--- src/rtl/fifo_write_arbiter.sv ---
// Two-producer write arbiter in front of a FIFO: round-robin ownership with bounded bursts.
// Optional per-producer write statistics when FIFO_WRITE_ARBITER_STATS_EN is defined.
//
// state | meaning
// IDLE  | no owner, waiting for a request
// OWN0  | producer 0 owns the FIFO write port
// OWN1  | producer 1 owns the FIFO write port
module fifo_write_arbiter #(
  parameter int width     = 4,
  parameter int MAX_BURST = 4
) (
  input  logic             clk,
  input  logic             reset,
  input  logic             req0,
  input  logic [width-1:0] data0,
  input  logic             req1,
  input  logic [width-1:0] data1,
  input  logic             full,
  output logic             grant0,
  output logic             grant1,
  output logic             fifo_write,
  output logic [width-1:0] fifo_wdata,
  output logic             busy
`ifdef FIFO_WRITE_ARBITER_STATS_EN
  ,
  output logic [7:0]       wr_count0,
  output logic [7:0]       wr_count1
`endif
);

  localparam int BW = (MAX_BURST < 2) ? 1 : $clog2(MAX_BURST + 1);
  localparam logic [BW-1:0] LAST_BEAT = BW'(MAX_BURST - 1);

  typedef enum logic [1:0] {IDLE, OWN0, OWN1} state_t;

  state_t        state, state_next;
  logic          last_served;
  logic [BW-1:0] burst_cnt;
  logic          last_beat;

  always_ff @(posedge clk or negedge reset) begin
    if (!reset) begin
      state       <= IDLE;
      last_served <= 1'b1;
      burst_cnt   <= '0;
    end else begin
      state <= state_next;
      if (state_next == OWN0 && state != OWN0)
        last_served <= 1'b0;
      else if (state_next == OWN1 && state != OWN1)
        last_served <= 1'b1;
      // Any change of owner (including release to IDLE) starts a fresh burst.
      if (state_next != state)
        burst_cnt <= '0;
      else if (grant0 | grant1)
        burst_cnt <= burst_cnt + BW'(1);
    end
  end

  assign last_beat = (grant0 | grant1) && (burst_cnt == LAST_BEAT);

  always_comb begin
    state_next = state;
    case (state)
      IDLE: begin
        if (req0 && req1)
          state_next = last_served ? OWN0 : OWN1;
        else if (req0)
          state_next = OWN0;
        else if (req1)
          state_next = OWN1;
      end
      OWN0: begin
        // A full FIFO freezes ownership so stalled cycles never count against the burst.
        if (!full && (!req0 || last_beat))
          state_next = req1 ? OWN1 : IDLE;
      end
      OWN1: begin
        if (!full && (!req1 || last_beat))
          state_next = req0 ? OWN0 : IDLE;
      end
      default: state_next = IDLE;
    endcase
  end

  always_comb begin
    grant0     = (state == OWN0) && req0 && !full;
    grant1     = (state == OWN1) && req1 && !full;
    fifo_write = grant0 | grant1;
    fifo_wdata = '0;
    if (grant0)
      fifo_wdata = data0;
    else if (grant1)
      fifo_wdata = data1;
    busy = (state != IDLE);
  end

`ifdef FIFO_WRITE_ARBITER_STATS_EN
  always_ff @(posedge clk or negedge reset) begin
    if (!reset) begin
      wr_count0 <= '0;
      wr_count1 <= '0;
    end else begin
      if (grant0 && wr_count0 != 8'hFF)
        wr_count0 <= wr_count0 + 8'd1;
      if (grant1 && wr_count1 != 8'hFF)
        wr_count1 <= wr_count1 + 8'd1;
    end
  end
`endif

endmodule

--- config.mk ---
export PLATFORM = sky130hd
export DESIGN_NAME = fifo_write_arbiter
export DESIGN_NICKNAME = d
export VERILOG_FILES = /design/src/rtl/fifo_write_arbiter.sv
export SDC_FILE = /design/constraint.sdc
export NUM_CORES = 1
export LEC_CHECK = 0
export ABC_AREA = 1
export CAP_MARGIN = 0
export CORE_AREA = 8 8 45 47
export CTS_CLUSTER_DIAMETER = 80
export DETAILED_ROUTE_END_ITERATION = 10
export DIE_AREA = 0 0 53 55
export GPL_ROUTABILITY_DRIVEN = 0
export PLACE_DENSITY = 0.8
export SYNTH_ARGS = -nofsm -noshare
export SYNTH_HDL_FRONTEND = slang
export SYNTH_SLANG_ARGS = --single-unit
--- constraint.sdc ---
create_clock -name clk -period 3 [get_ports clk]
set_input_delay 0.9 -clock clk [delete_from_list [all_inputs] [get_ports clk]]
set_output_delay 0.9 -clock clk [all_outputs]
set_load 0.01 [all_outputs]
==> metrics.yaml <==
global_routing:
  grt_pass1_vias: 522
  antenna_found_initial: 0
  grt_overflow: 0
  grt_pass1_wl_mm: 2.10
  grt_start_max_net_pins: 7
  grtUsageTotal_pct: 9.73
final_layout:
  fin_cells: 117
  final_common_cell: "nand2_1"
  final_cell_mix: "20 x nand2_1, 13 x clkdlybuf4s50_1, 8 x inv_1, 7 x nand2_2, 7 x buf_4"
  drive_above_1_share_pct: 31.7
  area_growth_pct: 56.3
  antenna_cells: 0
  final_util_pct: 55.0
  n_fill_cell: 150
  nets: 117
worst_setup_path:
  critPathArrivalTime_ns: 1.98
  crit_slowest_cell: "clkdlybuf4s50_1"
  critPathMaxStageDelay_ns: 0.47
  end_kind: "output port"
  worstPathRequired_ns: 2.10
  worstRegToRegCells: 13
  start_kind: "primary input"
  criticalPathCategory: "in2out"
  path_max_fanout: 5
  path_cells: "clkdlybuf4s50_1 > inv_1 > nor2_1 > nand2_2 > inv_2 > dlygate4sd2_1"
power:
  p_clk_share_pct: 17.7
  p_seq_share_pct: 29.9
  p_sw_uw: 189
  powerDensity_nw_per_um2: 605
  p_int_uw: 271
  leakage_uw: 0.000436
  p_total_uw: 460
  p_sw_share_pct: 41.1
  combPwrFrac_pct: 52.3
  vdd_drop_max_mv: 0.305
hold_path:
  min_path_type: "reg2reg"
  worstHoldPathCells: 2
timing:
  clock-skew-final_ns: 0.00504
  fin_tns_setup_ns: 0
  slew-limit-headroom_pct: 78.2
  setup_viol_count_final: 0
  worst_pin_slew_ns: 0.326
  finalHoldViolCount: 0
  final_max_slew_viol_count: 0
  fmax_mhz: 347
  post-route-period-util_pct: 96.2
  rsz0062_at_grt: "false"
  fin_crit_ns: 2.88
run_status:
  run_status: "complete, no violations"
clock_tree:
  cts_buffers: 3
  htreeDepth: 1
  cts.sinks: 6
  cts_buffer_depth: 2
  cts_root_buf: "clkbuf_4"
  cts_tree: "done"
  clkTransAtPathRegs_ns: 0.04
  clock_latency_ns: 0.25
floorplan:
  die-area_um2: 2920
  fp.coreArea_um2: 1380
  num_io_pins: 21
  row_count: 14
  dieHeight_um: 55
  fp.dieW_um: 53
  start_util_pct: 35.2
synth:
  synth_ff_type: "dfrtp_1"
  netlist_instances: 70
  synth_top_area_share_pct: 25.7
  synthArstFlopShare_pct: 100
  synth-seq-cells: 6
  seq_area_frac_synth_pct: 31.1
  netlist_area_um2: 487
  synth_edf_count: 0
  ys_top_cells_by_area: "dfrtp_1 26%, nand2_1 15%, nand2_2 9.0%, inv_1 7.7%, dfstp_2 5.4%"
  synth_fp_nets: 85
  yosys.area.top_type: "dfrtp_1"
  avgSynthCellArea_um2: 6.95
  synth_warnings: 0
  ys_types: 18
routing:
  num_vias: 538
  wire_per_inst_um: 11.4
  drt_wl_total_mm: 1.34
  ant_nets: 0
  drt_iter0_markers: 6
  avgViaCountPerCell: 4.60
  drt_pass1_iterations: 4
  drc_errors: 0
place:
  place_inst: 113
  io_buffers: 20
  hpwl_mm: 1.13
job:
  max_cap_violations: 0
==> Yosys cell counts, types with 2 or more instances <==
library cell,count
dfrtp_1,5
ha_1,2
inv_1,10
inv_2,2
nand2_1,20
nand2_2,7
nand2_4,2
nand3_1,5
nor2_1,7
nor4_1,2
==> worst paths after layout <==
kind                             startpoint      endpoint  slack [ns]
worst max-delay path                   req0        grant0        0.12
worst min register to register  last_served   last_served        0.56
worst max register to register     state[1]  burst_cnt[1]        1.42
max in group asynchronous             reset   last_served        1.84
worst min-delay path            last_served   last_served        0.56
min in group asynchronous             reset  burst_cnt[1]        0.89
==> final cells by class <==
cell class	instances	area (um^2)	share of cell area (%)
Tap cell	16	20.0	2.63
Timing Repair Buffer	27	225	29.6
Multi-Input combinational cell	52	293	38.5
Sequential cell	6	151	19.9
Clock buffer	4	26.3	3.45
Inverter	12	45.0	5.92
==> what timing repair did <==
action,4_1_cts,5_1_grt
resized for setup,11,9
buffers inserted,0,0
endpoints found under the hold margin,0,0
hold buffers,0,0
endpoints found under the setup margin,7,5
==> stage by stage <==
step                setup WS, ns  hold WS [ns]  area [um^2]
floorplan                  0.657         0.511          487
CTS                       0.0138         0.556          779
global route              0.0332         0.583          761
global placement          -0.307         0.549          759
detailed placement        -0.321         0.546          759
finish                     0.115         0.556          761
==> power by group through the flow <==
| stage | logic [uW] | clock network (uW) | registers, uW |
|---|---|---|---|
| after floorplan | 154 | 0 | 131 |
| after global placement | 247 | 0 | 137 |
| after detailed placement | 254 | 0 | 138 |
| after CTS | 247 | 84.0 | 137 |
| after global routing | 271 | 89.4 | 141 |
| final | 241 | 81.5 | 138 |
==> flip-flops by register name, indices dropped and copies added (netlist names) <==
name and cells:
burst_cnt 3, last_served 1, state 2
==> layer usage <==
layer | global-route usage [%] | part of all wire (%) | vias to the layer above
met4 | 6.47 | 1.8 | 0
met5 | 0 | 0 | -
met1 | 9.10 | 37 | 235
met2 | 17.6 | 48 | 20
li1 | - | - | 281
met3 | 3.48 | 13 | 2
==> cell families (layout without fill, tap and decap cells) <==
group | Yosys count | count (layout) | share of synthesized area (%)
AND/OR/NAND/NOR | 44 | 44 | 44.2
flip-flops | 6 | 6 | 31.1
adder cells (fa/ha/maj) | 2 | 2 | 5.14
AO/OA/AOI/OAI | 3 | 3 | 4.11
XOR/XNOR | 1 | 1 | 1.80
buffers and inverters | 12 | 43 | 9.26
multiplexers | 2 | 2 | 4.37
==> critical path: cells and delay by family <==
family                 cells  cell delay [ns]
buffers and inverters      4             0.88
AND/OR/NAND/NOR            2             0.20
Power figures use the tool's default switching activity.
